`src/rtl/hazard_dest_pipe_if.sv`:
```
// ID-stage decode inputs and pipelined destination/control outputs of the
// destination-tracking pipe.
interface hazard_dest_pipe_if #(
    parameter int unsigned REG_W = 5,
    parameter int unsigned CNT_W = 16
);
    logic             ID_RegWrite;
    logic             ID_MemRead;
    logic [REG_W-1:0] ID_Rd;
    logic [REG_W-1:0] ID_Rs;
    logic [REG_W-1:0] ID_Rt;
    logic             Flush;

    logic             IDEX_RegWrite;
    logic             IDEX_MemRead;
    logic [REG_W-1:0] IDEX_Rd;
    logic [REG_W-1:0] IDEX_Rs;
    logic [REG_W-1:0] IDEX_Rt;
    logic             EXMEM_RegWrite;
    logic [REG_W-1:0] EXMEM_Rd;
    logic             MEMWB_RegWrite;
    logic [REG_W-1:0] MEMWB_Rd;
    logic             Stall;
    logic [CNT_W-1:0] StallCount;

    modport master (
        output ID_RegWrite, ID_MemRead, ID_Rd, ID_Rs, ID_Rt, Flush,
        input  IDEX_RegWrite, IDEX_MemRead, IDEX_Rd, IDEX_Rs, IDEX_Rt,
        input  EXMEM_RegWrite, EXMEM_Rd, MEMWB_RegWrite, MEMWB_Rd,
        input  Stall, StallCount
    );

    modport slave (
        input  ID_RegWrite, ID_MemRead, ID_Rd, ID_Rs, ID_Rt, Flush,
        output IDEX_RegWrite, IDEX_MemRead, IDEX_Rd, IDEX_Rs, IDEX_Rt,
        output EXMEM_RegWrite, EXMEM_Rd, MEMWB_RegWrite, MEMWB_Rd,
        output Stall, StallCount
    );
endinterface

```
`src/rtl/hazard_dest_pipe.sv`:
```
// Destination/control shift pipeline (ID/EX, EX/MEM, MEM/WB) with load-use
// stall detection, bubble insertion and a saturating stall counter.
module hazard_dest_pipe #(
    parameter int unsigned REG_W = 5,
    parameter int unsigned CNT_W = 16
) (
    input  logic              clk,
    input  logic              reset,
    hazard_dest_pipe_if.slave bus
);
    typedef struct packed {
        logic             reg_write;
        logic             mem_read;
        logic [REG_W-1:0] rd;
        logic [REG_W-1:0] rs;
        logic [REG_W-1:0] rt;
    } idex_t;

    typedef struct packed {
        logic             reg_write;
        logic [REG_W-1:0] rd;
    } wb_t;

    idex_t            idex_q;
    idex_t            idex_d;
    wb_t              exmem_q;
    wb_t              memwb_q;
    logic [CNT_W-1:0] stall_cnt_q;
    logic             load_use;
    logic             stall;

    // Flush wins over stall: the dependent instruction is being squashed anyway.
    always_comb begin
        load_use = idex_q.mem_read && (idex_q.rd != '0) &&
                   ((idex_q.rd == bus.ID_Rs) || (idex_q.rd == bus.ID_Rt));
        stall    = load_use && !bus.Flush;
    end

    // ID/EX capture: bubble on stall/flush, writes to register 0 are dropped.
    always_comb begin
        idex_d = '0;
        if (!(stall || bus.Flush)) begin
            idex_d.reg_write = bus.ID_RegWrite && (bus.ID_Rd != '0);
            idex_d.mem_read  = bus.ID_MemRead;
            idex_d.rd        = bus.ID_Rd;
            idex_d.rs        = bus.ID_Rs;
            idex_d.rt        = bus.ID_Rt;
        end
    end

    always_ff @(posedge clk or posedge reset) begin
        if (reset) begin
            idex_q      <= '0;
            exmem_q     <= '0;
            memwb_q     <= '0;
            stall_cnt_q <= '0;
        end else begin
            idex_q            <= idex_d;
            exmem_q.reg_write <= idex_q.reg_write;
            exmem_q.rd        <= idex_q.rd;
            memwb_q           <= exmem_q;
            if (stall && (stall_cnt_q != '1)) begin
                stall_cnt_q <= stall_cnt_q + CNT_W'(1);
            end
        end
    end

    assign bus.IDEX_RegWrite  = idex_q.reg_write;
    assign bus.IDEX_MemRead   = idex_q.mem_read;
    assign bus.IDEX_Rd        = idex_q.rd;
    assign bus.IDEX_Rs        = idex_q.rs;
    assign bus.IDEX_Rt        = idex_q.rt;
    assign bus.EXMEM_RegWrite = exmem_q.reg_write;
    assign bus.EXMEM_Rd       = exmem_q.rd;
    assign bus.MEMWB_RegWrite = memwb_q.reg_write;
    assign bus.MEMWB_Rd       = memwb_q.rd;
    assign bus.Stall          = stall;
    assign bus.StallCount     = stall_cnt_q;
endmodule

```
`src/flat_wrapper.sv`:
```
// flat-port wrapper written by rule: the top's interface ports become plain ports
module hazard_dest_pipe_flat 
#(
    parameter int unsigned REG_W = 5,
    parameter int unsigned CNT_W = 16
)
  (clk, reset, bus_ID_RegWrite, bus_ID_MemRead, bus_ID_Rd, bus_ID_Rs, bus_ID_Rt, bus_Flush, bus_IDEX_RegWrite, bus_IDEX_MemRead, bus_IDEX_Rd, bus_IDEX_Rs, bus_IDEX_Rt, bus_EXMEM_RegWrite, bus_EXMEM_Rd, bus_MEMWB_RegWrite, bus_MEMWB_Rd, bus_Stall, bus_StallCount);
  hazard_dest_pipe_if #(.REG_W(REG_W), .CNT_W(CNT_W)) bus_i ();
  input  logic clk;
  input  logic reset;
  input wire logic [$bits(bus_i.ID_RegWrite)-1:0] bus_ID_RegWrite;
  input wire logic [$bits(bus_i.ID_MemRead)-1:0] bus_ID_MemRead;
  input wire logic [$bits(bus_i.ID_Rd)-1:0] bus_ID_Rd;
  input wire logic [$bits(bus_i.ID_Rs)-1:0] bus_ID_Rs;
  input wire logic [$bits(bus_i.ID_Rt)-1:0] bus_ID_Rt;
  input wire logic [$bits(bus_i.Flush)-1:0] bus_Flush;
  output wire logic [$bits(bus_i.IDEX_RegWrite)-1:0] bus_IDEX_RegWrite;
  output wire logic [$bits(bus_i.IDEX_MemRead)-1:0] bus_IDEX_MemRead;
  output wire logic [$bits(bus_i.IDEX_Rd)-1:0] bus_IDEX_Rd;
  output wire logic [$bits(bus_i.IDEX_Rs)-1:0] bus_IDEX_Rs;
  output wire logic [$bits(bus_i.IDEX_Rt)-1:0] bus_IDEX_Rt;
  output wire logic [$bits(bus_i.EXMEM_RegWrite)-1:0] bus_EXMEM_RegWrite;
  output wire logic [$bits(bus_i.EXMEM_Rd)-1:0] bus_EXMEM_Rd;
  output wire logic [$bits(bus_i.MEMWB_RegWrite)-1:0] bus_MEMWB_RegWrite;
  output wire logic [$bits(bus_i.MEMWB_Rd)-1:0] bus_MEMWB_Rd;
  output wire logic [$bits(bus_i.Stall)-1:0] bus_Stall;
  output wire logic [$bits(bus_i.StallCount)-1:0] bus_StallCount;
  assign bus_i.ID_RegWrite = bus_ID_RegWrite;
  assign bus_i.ID_MemRead = bus_ID_MemRead;
  assign bus_i.ID_Rd = bus_ID_Rd;
  assign bus_i.ID_Rs = bus_ID_Rs;
  assign bus_i.ID_Rt = bus_ID_Rt;
  assign bus_i.Flush = bus_Flush;
  assign bus_IDEX_RegWrite = bus_i.IDEX_RegWrite;
  assign bus_IDEX_MemRead = bus_i.IDEX_MemRead;
  assign bus_IDEX_Rd = bus_i.IDEX_Rd;
  assign bus_IDEX_Rs = bus_i.IDEX_Rs;
  assign bus_IDEX_Rt = bus_i.IDEX_Rt;
  assign bus_EXMEM_RegWrite = bus_i.EXMEM_RegWrite;
  assign bus_EXMEM_Rd = bus_i.EXMEM_Rd;
  assign bus_MEMWB_RegWrite = bus_i.MEMWB_RegWrite;
  assign bus_MEMWB_Rd = bus_i.MEMWB_Rd;
  assign bus_Stall = bus_i.Stall;
  assign bus_StallCount = bus_i.StallCount;
  hazard_dest_pipe #(.REG_W(REG_W), .CNT_W(CNT_W)) u_core (.clk(clk), .reset(reset), .bus(bus_i));
endmodule
```
`config.mk`:
```
export PLATFORM = sky130hd
export DESIGN_NAME = hazard_dest_pipe_flat
export DESIGN_NICKNAME = d
export VERILOG_FILES = /design/src/rtl/hazard_dest_pipe_if.sv /design/src/rtl/hazard_dest_pipe.sv /design/src/flat_wrapper.sv
export SDC_FILE = /design/constraint.sdc
export NUM_CORES = 1
export LEC_CHECK = 0
export BUFFER_PORTS_ARGS = -buffer_cell sky130_fd_sc_hd__buf_2
export CORE_AREA = 2 2 58 71
export DETAILED_ROUTE_END_ITERATION = 6
export DIE_AREA = 0 0 60 73
export PLACE_DENSITY = 0.8
export RECOVER_POWER = 50
export SYNTH_ARGS = -nofsm -noshare
export SYNTH_HDL_FRONTEND = slang
export SYNTH_SLANG_ARGS = --single-unit
```
`constraint.sdc`:
```
create_clock -name clk -period 3.2 [get_ports clk]
set_clock_uncertainty 0.2 [all_clocks]
set_input_delay 0.16 -clock clk [delete_from_list [all_inputs] [get_ports clk]]
set_output_delay 0.16 -clock clk [all_outputs]
set_load 0.01 [all_outputs]
```
# After elaboration in Yosys (flattened, before gate mapping)
# Cells that the tools add are included.
# totals
in_bits,20
register_bits,45
elab_cells,25
out_inout_bits,46
# classes
muxes,1
n_reduce_logical,10
n_addsub,1
n_eq_ne,3
# op_table
cell,count
$mux 17,1
$add 16x1->16 const B,1
$ne 16x16->1 const B,1
$eq 5x5->1,2
$reduce_bool 5->1,2
$logic_and 1x1->1,5
$logic_or 1x1->1,2
$logic_not 1->1,1

# Logic depth before layout (Yosys ltp)
# logic_depth
ltp_word,6
depth_mapped,7
mapped_depth_nobuf,6

# Worst setup path before layout
# OpenSTA, ideal clock, no wires.
# synth_path
path_kind,reg2reg
startpoint,"register u_core.stall_cnt_q[0], in the netlist u_core.bus.StallCount[0]"
endpoint,"register u_core.stall_cnt_q[7], in the netlist u_core.bus.StallCount[7]"
arrival_time_ps,1759
stages_incl_launch_ff,8
slack_ps,1114
setup_time_ps,127
n_path_buf,1
required_time_ps,2873
cell_sequence,dfrtp_1 > ha_1 > and3_1 > nor2b_1 > a41oi_1 > buf_2 > nand4_1 > xnor2_1
# synth_via
elab_chain_cells,2
# synth_rtl
item,line,source
start: declaration,hazard_dest_pipe.sv:28,logic [CNT_W-1:0] stall_cnt_q;
start signal: assignment,hazard_dest_pipe.sv:63,stall_cnt_q <= stall_cnt_q + CNT_W'(1);
"parallel branches: the longest is 2 deep, another holds $add 16x1->16",n/a,
# Several ways; the timed one is not identified.
# A chain may end at the register's enable or synchronous reset.

==> results.yml <==
logic_synthesis:
  synth_top_area_cell: "dfrtp_1"
  synth_top_family_by_area: "simple AND/OR/NAND/NOR gates"
  synth_cells: 145
  synth_compound_area_share_pct: 3.678
  ys_ff_latch: 45
  ys_warn_count: 0
  synth_seq_area_share_pct: 61.31
  synthAdderAreaFrac_pct: 0.6812
  synth.area.top_cells: "dfrtp_1 61%, xnor2_1 10%, and2_1 5.8%"
  syn_nets: 166
  synthArstFlopShare_pct: 100.0
  synthDistinctLibCells: 29
  synth_edf_count: 0
  synthFlopType: "dfrtp_1"
  avgSynthCellArea_um2: 12.67
  synth-simple-area-share_pct: 19.75
  synth_area_um2: 1837
  yosys.area.top_type_share_pct: 61.31
  synthXorXnorAreaFrac_pct: 10.49
  muxShareOfSynthArea_pct: 2.316
power:
  total_power_mw: 1.100
  seq_power_share_pct: 56.1
  peakVddDrop_mv: 0.2816
  power.internal_uw: 811.2
  p_comb_share_pct: 12.0
  p_leak_nw: 1.079
  power.density_nw_per_um2: 450.8
  swShare_pct: 26.24
  p_sw_uw: 288.6
  clkPwrFrac_pct: 31.9
routing:
  antenna_left: 0
  drc: 0
  routed_wl_um: 4009
  drt_iter0_drc: 24
  vias: 1400
  detail_route.wl_per_cell_um: 13.87
  viasPerCell: 4.844
  drt_pass1_iterations: 4
setup_path:
  critPathKind: "in2reg"
  cp_top_family: "buffers and inverters"
  slowest_stage: "o22ai_2"
  cp_common_cell: "dlygate4sd3_1"
  cp-end-kind: "flop"
  r2r_slack_ns: 0.54
  worstPathBufferInverterCount: 3
  critPathArrivalTime_ns: 2.71
  critPathLaunchType: "input pin"
  critical_path.max_stage_delay_ns: 0.57
  critPathRequiredTime_ns: 3.19
  crit_chain: "dlygate4sd3_1, buf_2, xnor2_1, nand3_1, o22ai_2, a21oi_4, o311a_1, dlygate4sd3_1"
  worstPathMaxFanout: 17
clock_network:
  cts_buffer_depth: 2
  root_buffer: "clkbuf_8"
  clk_pin_slew_ns: 0.08
  numCtsBuffers: 5
  htree_num_levels: 2
  ctsResizeCount: 0
  insertion_delay_ns: 0.30
  cts_tree: "done"
  clock-sinks: 45
cells_and_area:
  antenna_cells: 0
  final_area_um2: 2440
  register_area_um2: 1126
  syn_to_final_growth_pct: 32.83
  num-fill-cells: 321
  nets: 255
  layout-drive-gt1-share_pct: 15.32
  multi_input_area_um2: 678.2
timing:
  hold_viol_final: 0
  slew_viol_final: 46
  grt_setup_unrepaired: "no"
  min_period_ns: 2.722
  worst_slew_pin_slew_ns: 1.594
  fin_ws_ns: 0.4777
  max_freq_mhz: 367.3
  finalSetupTns_ns: 0
  finalCritPeriodShare_pct: 85.07
  relSlewSlack_pct: -6.402
  setup_violations: 0
global_route:
  gr-usage-all-layers_pct: 20.27
  antenna_found_initial: 0
  grt_overflow: 0
  grt_max_degree: 46
  grt_pass1_wl_um: 6389
  grt_pass1_vias: 1367
floorplan:
  core_area_um2: 3785
  die_w_um: 60
  start_util_pct: 48.53
  ios: 66
  die_area_um2: 4380
  die_height_um: 73
  std_cell_rows: 25
placed_design:
  place_congestion: 0.8107
  dpl-instance-area_um2: 2216
  dp_slack_ns: 0.8481
  hpwlAfterDp_um: 2777
  numPortBuffers: 65
run_status:
  violations: "max-capacitance violations, max-slew violations"
  status: "finished, violations left"
flow_run:
  maxCapViolations: 1
worst_hold_path:
  hp-class: "in2reg"
==> worst paths after layout <==
path,from,endpoint,cells past startpoint
max,bus_ID_Rs[0],u_core.bus.IDEX_RegWrite$_DFF_PP0_,8
min,bus_Flush,u_core.bus.IDEX_Rd[1]$_DFF_PP0_,3
max reg2reg,u_core.bus.IDEX_Rd[4]$_DFF_PP0_,u_core.bus.IDEX_RegWrite$_DFF_PP0_,6
min reg2reg,u_core.bus.EXMEM_Rd[3]$_DFF_PP0_,u_core.bus.MEMWB_Rd[3]$_DFF_PP0_,0
max in group asynchronous,reset,u_core.bus.StallCount[5]$_DFFE_PP0P_,3
min in group asynchronous,reset,u_core.bus.IDEX_Rt[4]$_DFF_PP0_,3
==> cells in the final DEF (no fill, tap or decap), types with 4 or more instances in the layout <==
cell            n
clkbuf_1       45
buf_2          20
and3_1          4
nand4_1         7
nor2_1          4
xnor2_1        22
nand2_1         9
nand3_1         8
dlygate4sd3_1  19
and2_1         17
clkbuf_8        5
dfrtp_1        45
==> per-layer routing <==
metal | routed length (um) | track usage (%) | vias up | part of all wire, %
met5 | 0 | 0 | - | 0
met4 | 92 | 9.877 | 0 | 2.3
met3 | 175 | 6.206 | 9 | 4.4
met2 | 2112 | 32.00 | 38 | 53
met1 | 1628 | 24.91 | 682 | 41
li1 | - | - | 671 | -
==> metrics by stage <==
step	hold slack, ns	std cells	util, %
after detailed placement	0.1529	262	58.55
final	0.08009	289	64.46
after CTS	0.08379	289	65.95
after floorplan	0.08588	145	-
after global placement	0.1516	262	58.55
after global routing	0.09476	289	64.46
==> cells by family (layout without fill, tap and decap cells) <==
family	count (synthesis)	count (layout)
mux	4	4
simple gates	61	61
compound gates	6	6
xor+xnor	22	22
flops	45	45
fa+ha+maj	1	1
buf+inv	6	96
==> layout make-up <==
class,instances,share of cell area (%)
clock buffers,5,2.821
clock inverters,3,0.8718
inverters,3,0.4615
multi-input cells,94,27.79
flip-flops and latches,45,46.15
well taps,54,2.769
repair buffers,85,19.13
==> worst min-delay path, cell delays in order <==
cell	delay, ns
buf_2	0.14
a21oi_4	0.09
and2_1	0.16
==> cells in the mapped netlist (2+ instances only) <==
cell / number
xnor2_1: 22
nand3_1: 8
mux2_2: 2
nor2b_1: 3
mux2i_1: 2
nor2_1: 4
and3_1: 4
nand4_1: 7
inv_1: 3
and2_1: 17
and4_1: 2
buf_2: 2
nand2_1: 9
dfrtp_1: 45
==> power groups by stage <==
stage | clock network [mW] | logic [mW] | registers (mW)
global route | 0.390 | 0.146 | 0.621
detailed placement | 0 | 0.122 | 0.627
global placement | 0 | 0.119 | 0.625
floorplan | 0 | 0.0547 | 0.639
CTS | 0.362 | 0.141 | 0.616
finish | 0.351 | 0.132 | 0.617
==> registers in the layout, summed over array words and instances (netlist names) <==
| register | count |
|---|---|
| u_core.bus.IDEX_Rt | 5 |
| u_core.bus.IDEX_Rd | 5 |
| u_core.bus.StallCount | 16 |
| u_core.bus.EXMEM_Rd | 5 |
| u_core.bus.EXMEM_RegWrite | 1 |
| u_core.bus.IDEX_RegWrite | 1 |
| u_core.bus.MEMWB_Rd | 5 |
| u_core.bus.IDEX_MemRead | 1 |
| u_core.bus.MEMWB_RegWrite | 1 |
| u_core.bus.IDEX_Rs | 5 |
==> repair_timing <==
| item | in CTS | in global routing |
|---|---|---|
| hold buffers | 19 | 0 |
| setup buffers | 0 | 0 |
| hold endpoints to repair | 62 | 0 |
No activity file was read; power rests on OpenSTA's default activity.
